`config.mk`:
```
export PLATFORM = sky130hd
export DESIGN_NAME = control_sequencer
export DESIGN_NICKNAME = d
export VERILOG_FILES = /design/src/rtl/cpu_ctrl_pkg.sv /design/src/rtl/instr_decoder.sv /design/src/rtl/control_sequencer.sv
export SDC_FILE = /design/constraint.sdc
export NUM_CORES = 1
export LEC_CHECK = 0
export BUFFER_PORTS_ARGS = -buffer_cell sky130_fd_sc_hd__buf_2
export CAP_MARGIN = 20
export CORE_MARGIN = 2
export CORE_UTILIZATION = 46
export DETAILED_ROUTE_END_ITERATION = 16
export GPL_ROUTABILITY_DRIVEN = 0
export HOLD_SLACK_MARGIN = 0.12
export PLACE_DENSITY = 0.95
export SETUP_SLACK_MARGIN = 0.02
export SYNTH_ARGS = -nofsm -noshare
export SYNTH_HDL_FRONTEND = slang
export SYNTH_HIERARCHICAL = 1
export SYNTH_SLANG_ARGS = --single-unit
```
`constraint.sdc`:
```
create_clock -name Clock -period 2.7 [get_ports Clock]
set_input_delay 0.27 -clock Clock [delete_from_list [all_inputs] [get_ports Clock]]
set_output_delay 0.27 -clock Clock [all_outputs]
set_load 0.005 [all_outputs]
```
`src/rtl/cpu_ctrl_pkg.sv`:
```
// Shared constants for the hardwired control sequencer: opcodes, ALU codes, IR fields, states.
// MULDIV_EN adds the MUL/DIV opcodes and the extra T6 execute state.
package cpu_ctrl_pkg;

  localparam int OPC_W  = 5;
  localparam int REG_W  = 4;
  localparam int OPC_LO = 27;
  localparam int RA_LO  = 23;
  localparam int RB_LO  = 19;
  localparam int RC_LO  = 15;

  localparam logic [OPC_W-1:0] OPC_ADD  = 5'b00011;
  localparam logic [OPC_W-1:0] OPC_SUB  = 5'b00100;
  localparam logic [OPC_W-1:0] OPC_AND  = 5'b00101;
  localparam logic [OPC_W-1:0] OPC_OR   = 5'b00110;
  localparam logic [OPC_W-1:0] OPC_MUL  = 5'b01111;
  localparam logic [OPC_W-1:0] OPC_DIV  = 5'b10000;
  localparam logic [OPC_W-1:0] OPC_NOP  = 5'b11010;
  localparam logic [OPC_W-1:0] OPC_HALT = 5'b11011;

  localparam logic [OPC_W-1:0] ALU_ADD  = 5'b00100;
  localparam logic [OPC_W-1:0] ALU_SUB  = 5'b00101;
  localparam logic [OPC_W-1:0] ALU_AND  = 5'b00110;
  localparam logic [OPC_W-1:0] ALU_OR   = 5'b00111;
  localparam logic [OPC_W-1:0] ALU_MUL  = 5'b01111;
  localparam logic [OPC_W-1:0] ALU_DIV  = 5'b10000;

  typedef enum logic [3:0] {
    S_RST, S_T0, S_T1, S_T2, S_T3, S_T4, S_T5,
`ifdef MULDIV_EN
    S_T6,
`endif
    S_HALT
  } state_t;

endpackage

```
`src/rtl/instr_decoder.sv`:
```
// Pure combinational opcode classifier and ALU OP mapping.
// MULDIV_EN makes MUL/DIV legal; otherwise they fall into the undefined class.
module instr_decoder
  import cpu_ctrl_pkg::*;
(
  input  logic [OPC_W-1:0] opcode,
  output logic             legal,
  output logic             is_nop,
  output logic             is_halt,
  output logic             is_muldiv,
  output logic [OPC_W-1:0] op
);

  always_comb begin
    legal     = 1'b0;
    is_nop    = 1'b0;
    is_halt   = 1'b0;
    is_muldiv = 1'b0;
    op        = '0;
    case (opcode)
      OPC_ADD:  begin legal = 1'b1; op = ALU_ADD; end
      OPC_SUB:  begin legal = 1'b1; op = ALU_SUB; end
      OPC_AND:  begin legal = 1'b1; op = ALU_AND; end
      OPC_OR:   begin legal = 1'b1; op = ALU_OR;  end
`ifdef MULDIV_EN
      OPC_MUL:  begin legal = 1'b1; is_muldiv = 1'b1; op = ALU_MUL; end
      OPC_DIV:  begin legal = 1'b1; is_muldiv = 1'b1; op = ALU_DIV; end
`endif
      OPC_NOP:  is_nop  = 1'b1;
      OPC_HALT: is_halt = 1'b1;
      default:  ;
    endcase
  end

endmodule

```
`src/rtl/control_sequencer.sv`:
```
// Hardwired fetch/execute sequencer driving datapath strobes for 3-register ALU instructions.
// MULDIV_EN enables MUL/DIV with a 7-cycle sequence through T6 (HI/LO writeback).
module control_sequencer
  import cpu_ctrl_pkg::*;
#(
  parameter int NUM_REGS = 16,
  parameter int OP_W     = 5,
  parameter int WAIT_MAX = 15
) (
  input  logic                Clock,
  input  logic                Clear,
  input  logic [31:0]         IR,
  input  logic                Mem_ready,
  input  logic                Stop,
  output logic [NUM_REGS-1:0] Rin,
  output logic [NUM_REGS-1:0] Rout,
  output logic                PCout, PCin, IncPC, MARin, Read, MDRin, MDRout, IRin, Yin,
  output logic                ZLowin, ZHighin, ZLowout, ZHighout, HIin, LOin,
  output logic [OP_W-1:0]     OP,
  output logic                Run,
  output logic                Illegal,
  output logic                MemTimeout
);

  localparam int CW = $clog2(WAIT_MAX);

  state_t          state, state_nxt;
  logic [CW-1:0]   wait_cnt;
  logic            stop_lat, illegal_q, timeout_q;
  logic            legal, is_nop, is_halt, is_muldiv;
  logic [OPC_W-1:0] dec_op;
  logic [REG_W-1:0] ra, rb, rc;
  logic            stop_any, wait_expire, undef_op;

  assign ra = IR[RA_LO +: REG_W];
  assign rb = IR[RB_LO +: REG_W];
  assign rc = IR[RC_LO +: REG_W];
  wire unused_ir = ^IR[RC_LO-1:0];

  instr_decoder u_dec (
    .opcode    (IR[OPC_LO +: OPC_W]),
    .legal     (legal),
    .is_nop    (is_nop),
    .is_halt   (is_halt),
    .is_muldiv (is_muldiv),
    .op        (dec_op)
  );

  // A Stop arriving in the final cycle still counts for that boundary.
  assign stop_any    = stop_lat | Stop;
  assign wait_expire = (state == S_T1) && !Mem_ready && (wait_cnt == CW'(WAIT_MAX - 1));
  assign undef_op    = !legal && !is_nop && !is_halt;

  always_ff @(posedge Clock) begin
    if (Clear) begin
      state     <= S_RST;
      wait_cnt  <= '0;
      stop_lat  <= 1'b0;
      illegal_q <= 1'b0;
      timeout_q <= 1'b0;
    end else begin
      state <= state_nxt;
      if (Stop) stop_lat <= 1'b1;
      if (state == S_T1 && !Mem_ready) wait_cnt <= wait_cnt + CW'(1);
      else                             wait_cnt <= '0;
      if (wait_expire) timeout_q <= 1'b1;
      if (state == S_T3 && undef_op) illegal_q <= 1'b1;
    end
  end

  always_comb begin
    state_nxt = state;
    Rin = '0; Rout = '0; OP = '0;
    PCout = 1'b0; PCin = 1'b0; IncPC = 1'b0; MARin = 1'b0; Read = 1'b0; MDRin = 1'b0;
    MDRout = 1'b0; IRin = 1'b0; Yin = 1'b0; ZLowin = 1'b0; ZHighin = 1'b0;
    ZLowout = 1'b0; ZHighout = 1'b0; HIin = 1'b0; LOin = 1'b0;
    case (state)
      S_RST: state_nxt = S_T0;
      S_T0: begin
        PCout = 1'b1; MARin = 1'b1; IncPC = 1'b1;
        state_nxt = S_T1;
      end
      S_T1: begin
        Read = 1'b1; MDRin = 1'b1;
        if (Mem_ready) begin
          PCin = 1'b1;
          state_nxt = S_T2;
        end else if (wait_expire) begin
          state_nxt = S_HALT;
        end
      end
      S_T2: begin
        MDRout = 1'b1; IRin = 1'b1;
        state_nxt = S_T3;
      end
      S_T3: begin
        if (legal) begin
          Yin = 1'b1;
          if (is_muldiv) Rout[ra] = 1'b1;
          else           Rout[rb] = 1'b1;
          state_nxt = S_T4;
        end else if (is_halt) begin
          state_nxt = S_HALT;
        end else begin
          // NOP and undefined opcodes both end the instruction here.
          state_nxt = stop_any ? S_HALT : S_T0;
        end
      end
      S_T4: begin
        ZLowin = 1'b1;
        OP     = OP_W'(dec_op);
        if (is_muldiv) begin
          Rout[rb] = 1'b1;
          ZHighin  = 1'b1;
        end else begin
          Rout[rc] = 1'b1;
        end
        state_nxt = S_T5;
      end
      S_T5: begin
        ZLowout = 1'b1;
`ifdef MULDIV_EN
        if (is_muldiv) begin
          LOin      = 1'b1;
          state_nxt = S_T6;
        end else
`endif
        begin
          Rin[ra]   = 1'b1;
          state_nxt = stop_any ? S_HALT : S_T0;
        end
      end
`ifdef MULDIV_EN
      S_T6: begin
        ZHighout  = 1'b1;
        HIin      = 1'b1;
        state_nxt = stop_any ? S_HALT : S_T0;
      end
`endif
      S_HALT: ;
      default: state_nxt = S_RST;
    endcase
  end

  assign Run        = (state != S_RST) && (state != S_HALT);
  assign Illegal    = illegal_q;
  assign MemTimeout = timeout_q;

endmodule

```
==> summary.txt <==
Worst setup path
  – Crit path max-delay family: simple AND/OR/NAND/NOR gates
  – Critical Path AT: roughly 2100 ps
  – R2R Path End: MemTimeout
  – Crit path buf inv count: 2
  – CP Cell Sequence: nand3b_1 -> inv_1 -> nand3_1 -> nor4b_1 -> a221o_1 -> buf_2
  – Crit path to: Rout[14]
  – Crit path depth: 6
  – CP peak stage delay: roughly 560 ps
  – Worst setup path startpoint: state[0]
  – Path type of the worst setup path: reg2out
  – Depth of the most critical reg-to-reg path: 4
  – Reg2Reg Setup Slack: roughly 1300 ps
  – Setup crit end kind: output port
  – Critical Path Start Type: flop
  – R2R Path Start: state[1]
  – Worst-path fanout max: 15
  – Slowest CP cell: dfxtp_1
  – Critical Path RT: ~2400 ps

GRT
  – Met1 GRT Util: 0.261
  – First-pass GRT wire length: between 5 and 6 mm
  – Grt total ovfl: 0
  – Pin count of the biggest net entering global routing: 33
  – Grt peak-use layer: met2
  – Antenna violations before repair: 0
  – Vias in the first global route: ~1.4k
  – Grt met2 use: 0.384
  – GRT Total Usage: 0.209
  – Grt met3 use: 0.0152

Timing
  – Slew Viols, Final: 0
  – Fin crit period: approximately 2400 ps
  – Setup total negative slack: 0 ps
  – Max Clock Skew: around 4.5 ps
  – WHS: 248 ps
  – # setup viols final: 0
  – RSZ-0062 raised after global routing: no
  – Fin. Hold Viols: 0
  – F_max: 417 MHz
  – Final period utilization: 0.887

Power and ir drop
  – Peak VDD IR: 0.326 mV
  – Pwr dens: ~240 mW/mm^2
  – Leak: between 0.8 and 0.9 nW

Die
  – Io pins: just over 90
  – Core Rows: 20
  – CORE AREA: ~0.0030 sq mm
  – Die Area: about 0.0036 sq mm
  – Die Span Y: around 60 um
  – Die X: about 60 um
  – Initial Util: 0.477

Route
  – Final antenna-violating net count: 0
  – Post-DR vias/cell: 5.89
  – 1st-iter DRT viols: approximately 170
  – Routed WL per cell: 13.0 um
  – DRT Pass-1 Iters: 5
  – Routed vias: around 1.8k
  – WL final: approximately 3.9 mm
  – DRC Markers: 0

Clock network
  – Skew-Pair Late Insertion Delay: 260 ps
  – CTS hold repair buffers: 0
  – H-tree depth: 1
  – Clk buf depth: 2
  – Root buf cell: clkbuf_4
  – CTS tree: built
  – Num Clock Sinks: 10
  – Num CTS Buffers: 3
  – PostCTS Resize Cnt: 0
  – Worst-path clk slew: approximately 70 ps
  – Buffer count from post-CTS setup fixing: 0

Cells and area
  – Footprint of the multi-input gates: roughly 0.0011 sq mm
  – Nets: 308
  – Commonest non-fill, non-tap cell in the layout: buf_2
  – Layout cells sized above 1: 0.313
  – Reg area: about 200 sq um
  – Syn-to-layout area delta: 21.1%
  – Ant. Diodes: 0
  – Most frequent cells in the layout: 69 x buf_2, 36 x nor2_1, 19 x o22ai_1
  – Number of fill cells: 301

Logic synthesis
  – EDFF count, synth: 0
  – Yosys cell types: between 40 and 50
  – Mean Syn Cell Area: a little under 7 sq um
  – Seq/Total Area, Yosys: 0.140
  – Ys async rst share: 0
  – Synth warn: 6
  – Prevailing post-synth register cell: dfxtp_1
  – Cells after Synth: roughly 210
  – Synth Register Bits: 10
  – Mapped Area: ~0.0014 sq mm

Placement
  – Dpl hpwl: between 2 and 3 mm
  – Port Buffer Count: about 70

Job
  – Maxcap violations: 0

Min path
  – Worst min-delay path class: in2reg

Outcome
  – Outcome: completed
report_power, final:
group	switching, mW	total (mW)	internal, mW
clock	0.0504	0.102	0.0515
sequential	0.0174	0.173	0.156
combinational	0.0819	0.144	0.0621
total	0.150	0.419	0.269
Yosys cell counts (all sizes together), types with 4 or more instances:
cell type  instances  area (sq um)
nand3b             6          45.0
o22ai             19           119
nor3b              6          45.0
a221o             12           120
dfxtp             10           200
nand2             11          41.3
and2               9          56.3
nand2b             9          56.3
buf               17           118
inv                8          30.0
nand3              6          35.0
nor3              10          50.1
or2                4          30.0
nor2              36           135
clkbuf             5          18.8
nor4               5          31.3
or3                6          37.5
area by class of cell:
cell class	instances	share of cell area
clock buffers	3	0.0130
inverters	8	0.0173
multi-input cells	176	0.623
flip-flops and latches	10	0.115
well taps	33	0.0238
repair buffers	71	0.207
per-stage QoR:
step	worst slack, ps	util	power [mW]	area [sq um]	instances
6_report	305	0.578	0.419	1740	301
5_1_grt	61.4	0.578	0.448	1740	301
4_1_cts	349	0.578	0.419	1740	301
3_5_place_dp	474	0.571	0.317	1710	298
3_3_place_gp	533	0.571	0.314	1710	298
2_1_floorplan	803	-	0.280	1450	216
state kept, by name, summed over array words and instances, names as in the netlist:
signal and cells:
state 3, Illegal 1, stop_lat 1, wait_cnt 4, MemTimeout 1
logic make-up after synthesis:
family	count (synthesis)	synth area share
buffers and inverters	30	0.116
AND/OR/NAND/NOR	120	0.462
AO/OA/AOI/OAI	45	0.242
adder cells (fa/ha/maj)	2	0.0174
XOR/XNOR	3	0.0183
other	2	0.00524
flip-flops	10	0.140
routing by layer:
layer	routed length, um	vias up
li1	-	873
met1	1660	772
met2	1860	113
met3	328	16
met4	53	0
met5	0	-
worst reg2reg max path, cell delays in order, from the launching register on:
cell and delay, ps:
dfxtp_1 540, nor3b_1 340, and2_1 230, a41oi_1 140, nor2_1 110
worst min-delay path by stage:
stage	from	end	slack [ps]	cells after the start
final	Clear	state[0]	250	2
after global routing	Clear	state[1]	270	2
after CTS	Clear	state[0]	240	2
after detailed placement	wait_cnt[0]	wait_cnt[0]	460	1
after global placement	wait_cnt[0]	wait_cnt[0]	440	1
after floorplan	Clear	state[0]	340	1
(Power assumes the default switching activity.)
